[src/rtl/parser_pkg.sv]
// Shared parser constants, tags and ingress head-builder types.
// Head/meta widths are reused by the parser pipeline and its ingress stage.
package parser_pkg;

    localparam int HEAD_WIDTH    = 512;
    localparam int META_WIDTH    = 64;
    localparam int TAG_START_BIT = 4;
    localparam int TAG_WIDTH     = TAG_START_BIT + 4;

    localparam logic [TAG_WIDTH-1:0] HEAD_TAG_VALID =
        {4'b1101, {TAG_START_BIT{1'b1}}};
    localparam logic [TAG_WIDTH-1:0] META_TAG_VALID =
        {4'b1111, {TAG_START_BIT{1'b0}}};

    localparam int META_LEN_LSB   = 0;
    localparam int META_PKTID_LSB = 16;
    localparam int META_LONG_BIT  = 32;

    typedef enum logic [1:0] {
        COLLECT,
        DRAIN,
        EMIT
    } hb_state_e;

endpackage

[src/rtl/hb_keep_count.sv]
// Byte-enable popcount for one input beat.
// Purely combinational; feeds the packet length accumulator.
module hb_keep_count #(
    parameter int KW = 16,
    parameter int CW = $clog2(KW) + 1
) (
    input  logic [KW-1:0] keep,
    output logic [CW-1:0] count
);

    always_comb begin
        count = '0;
        for (int i = 0; i < KW; i++) begin
            count = count + CW'(keep[i]);
        end
    end

endmodule

[src/rtl/parser_head_builder.sv]
// Ingress stage: packs the first HEAD_WIDTH bits of a packet into a
// tagged head vector plus a tagged meta vector, emitted as a 1-cycle pulse.
module parser_head_builder #(
    parameter int BEAT_WIDTH = 128,
    parameter int HEAD_WIDTH = parser_pkg::HEAD_WIDTH,
    parameter int META_WIDTH = parser_pkg::META_WIDTH,
    parameter int TAG_WIDTH  = parser_pkg::TAG_WIDTH
) (
    input  logic                             i_clk,
    input  logic                             i_rst_n,
    input  logic                             i_data_valid,
    input  logic [BEAT_WIDTH-1:0]            i_data,
    input  logic [BEAT_WIDTH/8-1:0]          i_data_keep,
    input  logic                             i_data_last,
    output logic                             o_data_ready,
    output logic [HEAD_WIDTH+TAG_WIDTH-1:0]  o_head,
    output logic [META_WIDTH+TAG_WIDTH-1:0]  o_meta
);
    import parser_pkg::*;

    localparam int HB = HEAD_WIDTH / BEAT_WIDTH;
    localparam int KB = BEAT_WIDTH / 8;
    localparam int CW = $clog2(HB + 1);
    localparam int PW = $clog2(KB) + 1;

    hb_state_e             state_q, state_d;
    logic [CW-1:0]         cnt_q;
    logic [15:0]           len_q;
    logic [15:0]           pkt_id;
    logic                  long_q;
    logic [HEAD_WIDTH-1:0] head_q;
    logic                  ready_d;
    logic                  accept;
    logic [PW-1:0]         keep_n;
    logic [BEAT_WIDTH-1:0] beat_m;
    logic [16:0]           len_sum;
    logic [15:0]           len_d;
    logic [META_WIDTH-1:0] meta_w;

    assign accept = i_data_valid && o_data_ready;

    hb_keep_count #(
        .KW(KB),
        .CW(PW)
    ) u_keep_count (
        .keep (i_data_keep),
        .count(keep_n)
    );

    always_comb begin
        beat_m = '0;
        for (int b = 0; b < KB; b++) begin
            if (i_data_keep[b]) beat_m[b*8 +: 8] = i_data[b*8 +: 8];
        end
    end

    assign len_sum = {1'b0, len_q} + 17'(keep_n);
    assign len_d   = len_sum[16] ? 16'hFFFF : len_sum[15:0];

    always_ff @(posedge i_clk or negedge i_rst_n) begin
        if (!i_rst_n) state_q <= COLLECT;
        else          state_q <= state_d;
    end

    always_comb begin
        state_d = state_q;
        unique case (state_q)
            COLLECT: begin
                if (accept) begin
                    if (i_data_last)                  state_d = EMIT;
                    else if (cnt_q == CW'(HB - 1))    state_d = DRAIN;
                end
            end
            DRAIN:   if (accept && i_data_last) state_d = EMIT;
            EMIT:    state_d = COLLECT;
            default: state_d = COLLECT;
        endcase
    end

    // Registered so ready is low throughout reset and during EMIT only.
    always_comb ready_d = (state_d != EMIT);

    always_ff @(posedge i_clk or negedge i_rst_n) begin
        if (!i_rst_n) o_data_ready <= 1'b0;
        else          o_data_ready <= ready_d;
    end

    always_ff @(posedge i_clk or negedge i_rst_n) begin
        if (!i_rst_n) begin
            cnt_q  <= '0;
            len_q  <= '0;
            long_q <= 1'b0;
            head_q <= '0;
            pkt_id <= '0;
        end else if (state_q == EMIT) begin
            cnt_q  <= '0;
            len_q  <= '0;
            long_q <= 1'b0;
            head_q <= '0;
            pkt_id <= pkt_id + 16'd1;
        end else if (accept) begin
            for (int k = 0; k < HB; k++) begin
                if (cnt_q == CW'(k))
                    head_q[HEAD_WIDTH-1-k*BEAT_WIDTH -: BEAT_WIDTH] <= beat_m;
            end
            if (cnt_q < CW'(HB)) cnt_q <= cnt_q + CW'(1);
            len_q <= len_d;
            if (state_q == DRAIN) long_q <= 1'b1;
        end
    end

    always_comb begin
        meta_w = '0;
        meta_w[META_LEN_LSB   +: 16] = len_q;
        meta_w[META_PKTID_LSB +: 16] = pkt_id;
        meta_w[META_LONG_BIT]        = long_q;
    end

    always_ff @(posedge i_clk or negedge i_rst_n) begin
        if (!i_rst_n) begin
            o_head <= '0;
            o_meta <= '0;
        end else if (state_q == EMIT) begin
            o_head <= {TAG_WIDTH'(HEAD_TAG_VALID), head_q};
            o_meta <= {TAG_WIDTH'(META_TAG_VALID), meta_w};
        end else begin
            o_head <= '0;
            o_meta <= '0;
        end
    end

endmodule

[config.mk]
export PLATFORM = sky130hd
export DESIGN_NAME = parser_head_builder
export DESIGN_NICKNAME = d
export VERILOG_FILES = /design/src/rtl/parser_pkg.sv /design/src/rtl/hb_keep_count.sv /design/src/rtl/parser_head_builder.sv
export SDC_FILE = /design/constraint.sdc
export NUM_CORES = 1
export LEC_CHECK = 0
export ABC_AREA = 1
export ABC_CLOCK_PERIOD_IN_PS = 3500
export CAP_MARGIN = 5
export CORE_MARGIN = 5
export CORE_UTILIZATION = 35
export CTS_CLUSTER_SIZE = 40
export DETAILED_ROUTE_END_ITERATION = 12
export PLACE_DENSITY = 0.62
export RECOVER_POWER = 50
export SLEW_MARGIN = 10
export SYNTH_ARGS = -nofsm -noshare
export SYNTH_HDL_FRONTEND = slang
export SYNTH_HIERARCHICAL = 1
export SYNTH_SLANG_ARGS = --single-unit
[constraint.sdc]
create_clock -name i_clk -period 3.5 [get_ports i_clk]
set_input_delay 0.7 -clock i_clk [delete_from_list [all_inputs] [get_ports i_clk]]
set_output_delay 0.7 -clock i_clk [all_outputs]
set_load 0.01 [all_outputs]
==> out/qor.txt <==
OUTCOME
------------------------------------------------------------------------------------
Result of the run                                                       finished with violations
Violations in the final reports                                         max-capacitance violations, max-slew violations, negative setup slack

ROUTING
------------------------------------------------------------------------------------
Final wirelength                                                           133300 um
Violation count after the first detailed-routing iteration                      2417
DRC violation count after routing                                                  0
Vias                                                                           32160
Post-DR vias/cell                                                              4.582
Antenna-violating nets left                                                        0
Wire length per cell after detailed routing                                 19.00 um
Number of optimization iterations in the first detailed-route pass                 5

WORST SETUP PATH
------------------------------------------------------------------------------------
Required time worst endpoint                                                 4.07 ns
Biggest cell delay along the critical path                                   0.62 ns
Data arrival at the endpoint of the critical path                            4.85 ns
Worst Setup Path Type                                                   primary input to flop
Start of the worst register-to-register path                            o_data_ready
Beginning of the critical path                                          i_data_keep[15]
Worst Path Max Fanout                                                              5
Standard cell with the maximum stage delay on the critical path         sky130_fd_sc_hd__fa_2
Critical Path End Type                                                          flop
Startpoint Class                                                        primary input
Ordered cell list for the critical path                                 buf_8, inv_8, fa_2, buf_12, fa_1, fa_1, fa_1, inv_2, ha_4, inv_2, fa_2, inv_2, fa_2, nand2_2, nand3_4, nand3_4, nand2_8, buf_6, nand2_2, nand2_1, nand3_1, o21ai_1

FLOORPLANNING
------------------------------------------------------------------------------------
Floorplan die area                                                        127800 um2
Std-Cell Core Area                                                        120000 um2
Die height                                                                  357.6 um
Number of standard-cell rows in the floorplan                                    127
Total I/O pin count                                                              741
Initial cell density of the core                                              35.24%
Die width                                                                   357.6 um

POWER AND IR DROP
------------------------------------------------------------------------------------
Comb pwr share                                                                 30.8%
Leakage                                                                   0.03171 uW
Internal power contribution                                                 27260 uW
Net switching component of the power                                        15310 uW
Worst voltage drop across the vdd grid                                      702.7 uV
Reg power frac                                                                 39.3%
Clock share of power                                                           29.9%
Switching share of total power                                                35.96%
Cell area power density                                                 766.9 nW/um2

WORST HOLD PATH
------------------------------------------------------------------------------------
Hold WC Path Type                                                       flop to flop
Min-Delay Startpoint                                                     head_q[316]

STA
------------------------------------------------------------------------------------
Highest clock frequency the design can meet                                233.5 MHz
Worst Max-Slew Pin Slew                                                     1.830 ns
PnR worst setup slack                                                     -0.7820 ns
Count of endpoints failing setup in the final report                              16
Time the worst path needs with I/O delays and setup                         4.282 ns
Number of max-slew violations in the final report                                 60
Unrepaired setup endpoints after global routing                                  yes
Hold violation total from the final report                                         0
Share of the clock period used by the worst path after layout                 122.3%
Hold slack final                                                           0.4379 ns
Setup skew after layout                                                   0.02198 ns
Headroom to the max-slew limit                                               -22.01%

LOGIC SYNTHESIS
------------------------------------------------------------------------------------
Average instance area after synthesis                                      9.121 um2
Cell taking the most area after synthesis                               sky130_fd_sc_hd__dfrtp_1
FF+latch count, synth                                                           1097
Synth cell types                                                                  28
Main area contributors after synthesis                                  sky130_fd_sc_hd__dfrtp_1 65%, sky130_fd_sc_hd__nand2_1 16%, sky130_fd_sc_hd__inv_1 5.5%, sky130_fd_sc_hd__o21ai_0 4.6%, sky130_fd_sc_hd__nand3_1 2.0%
Synthesized instance count                                                      4635
Area share of the largest cell type after synthesis                           64.93%
Sequential area share after synthesis                                         64.93%
Synthesized cell area                                                      42280 um2
Total of warnings raised by yosys                                                  6

GLOBAL ROUTING
------------------------------------------------------------------------------------
Met3 Usage GRT                                                                5.157%
First-pass GRT wire length                                                 200600 um
Vias in the first global route                                                 32810
GRT Overall Usage                                                             20.44%
Remaining Overflow, GRT                                                            0
GR met1 Demand/Resource                                                       26.91%
Initial antenna violation count                                                   12
Met2 GRT Util                                                                 33.07%
Maximum number of pins on one net before global-route repair                     189
Busiest layer in global routing                                                 met2

PLACED DESIGN
------------------------------------------------------------------------------------
Post-place instance area                                                   51380 um2
Number of buffers added on ports                                                 704
Hpwl dp                                                                     85850 um
Placed cell count                                                               6788
Weighted congestion at the end of routability-driven global placement         0.8156
Placement Setup Slack                                                      -2.168 ns

CLOCK NETWORK
------------------------------------------------------------------------------------
Depth of the CTS H-tree                                                            3
Clock latency on the worst-skew pair                                         0.69 ns
Clock Sinks                                                                     1097
Clock tree from TritonCTS                                                       done
CTS clk-pin slew, worst paths                                                0.06 ns
CTS buffer count                                                                 115
Root buffer cell                                                        sky130_fd_sc_hd__clkbuf_16
Maximum buffer depth of the clock tree                                             3

CELLS AND AREA
------------------------------------------------------------------------------------
Final Instance Area                                                        55500 um2
Most frequent cells in the layout                                       1806 x sky130_fd_sc_hd__nand2_1, 1097 x sky130_fd_sc_hd__dfrtp_1, 693 x sky130_fd_sc_hd__clkdlybuf4s50_1, 608 x sky130_fd_sc_hd__inv_1, 389 x sky130_fd_sc_hd__o21ai_0
Area growth from synthesis to layout                                          31.28%
Post-layout instance count excluding filler cells                               7018
Fraction of final layout cells with drive strength greater than 1             6.870%
Final net count                                                                 5480
Most common cell after layout, fill and taps aside                      sky130_fd_sc_hd__nand2_1

RUN
------------------------------------------------------------------------------------
Max-cap violation count                                                            1

==> synthesized netlist by cell type <==
cell type and number:
sky130_fd_sc_hd__inv_2 2, sky130_fd_sc_hd__conb_1 1, sky130_fd_sc_hd__xnor2_1 6, sky130_fd_sc_hd__and2_1 1, sky130_fd_sc_hd__nand4_1 5, sky130_fd_sc_hd__nor3_2 1, sky130_fd_sc_hd__buf_1 35, sky130_fd_sc_hd__nand2_2 1
sky130_fd_sc_hd__nor2_4 1, sky130_fd_sc_hd__buf_2 145, sky130_fd_sc_hd__nand3_1 171, sky130_fd_sc_hd__ha_1 19, sky130_fd_sc_hd__dfrtp_1 1097, sky130_fd_sc_hd__o31ai_1 1, sky130_fd_sc_hd__xor2_1 9, sky130_fd_sc_hd__buf_4 48
sky130_fd_sc_hd__inv_1 619, sky130_fd_sc_hd__nand2_1 1821, sky130_fd_sc_hd__fa_1 11, sky130_fd_sc_hd__o21ai_0 391, sky130_fd_sc_hd__nor2_2 2, sky130_fd_sc_hd__nand3b_1 2, sky130_fd_sc_hd__a21oi_1 4, sky130_fd_sc_hd__o22ai_1 1
sky130_fd_sc_hd__clkbuf_1 82, sky130_fd_sc_hd__nor3_1 2, sky130_fd_sc_hd__o21ai_1 3, sky130_fd_sc_hd__nor2_1 154
==> per-stage QoR <==
step	setup TNS, ns	power [uW]	utilization [%]
finish	-11.68	42560	46.26
global route	-31.47	44900	46.26
CTS	-12.55	42720	46.22
detailed placement	-34.01	29810	42.83
global placement	-33.44	29600	42.83
floorplan	-16.35	23510	-
==> registers in the layout, summed over array words and instances (netlist names) <==
name / cells
state_q: 2
len_q: 16
o_head: 513
o_meta: 33
pkt_id: 16
cnt_q: 3
long_q: 1
o_data_ready: 1
head_q: 512
==> final timing paths <==
kind / end / slack [ns] / cells after the start
min in group asynchronous: o_head[211] / 1.10 / 2
hold / removal: o_head[316] / 0.44 / 2
setup reg to reg: head_q[90] / 0.05 / 8
max in group asynchronous: head_q[393] / 0.34 / 4
hold reg to reg: o_head[316] / 0.44 / 2
setup / recovery: len_q[12] / -0.78 / 22
==> kinds of logic after synthesis <==
logic type               synth area share [%]
adder cells (fa/ha/maj)                 1.083
AO/OA/AOI/OAI                           4.744
buffers and inverters                   9.121
other                                0.008870
XOR/XNOR                               0.3108
AND/OR/NAND/NOR                         19.80
flip-flops                              64.93
==> cell type report <==
cell class / instances / area [um2]
diodes: 6 / 15.01
fillers: 11310 / 64470
clock inverters: 38 / 535.5
clock buffers: 177 / 3445
repair buffers: 824 / 8259
flip-flops and latches: 1097 / 27450
well taps: 1612 / 2017
inverters: 621 / 2350
multi-input cells: 2643 / 11430
==> worst max-delay path, delay by kind of cell <==
kind	cells	cell delay, ns
fa+ha+maj	7	3.01
buf+inv	7	0.54
simple gates	7	0.54
compound gates	1	0.06
==> power by group through the flow <==
| stage | logic [uW] | registers, uW | clock network, uW |
|---|---|---|---|
| after global placement | 12700 | 16900 | 0 |
| after floorplan | 6540 | 17000 | 0 |
| final | 13100 | 16700 | 12700 |
| after CTS | 13000 | 16800 | 13000 |
| after detailed placement | 12900 | 16900 | 0 |
| after global routing | 14300 | 17000 | 13500 |
==> layer usage <==
metal	up-vias	part of all wire [%]
li1	15100	-
met1	15720	42
met2	1127	47
met3	212	8.0
met4	2	3.2
met5	-	0.015
==> timing repair <==
action	CTS	global route
setup buffers	3	4
gates cloned	1	0
hold endpoints to repair	39	0
setup endpoints to repair	16	16
hold buffers	1	0
pin swaps	14	20
resized for setup	61	34
Power figures use the tool's default switching activity.
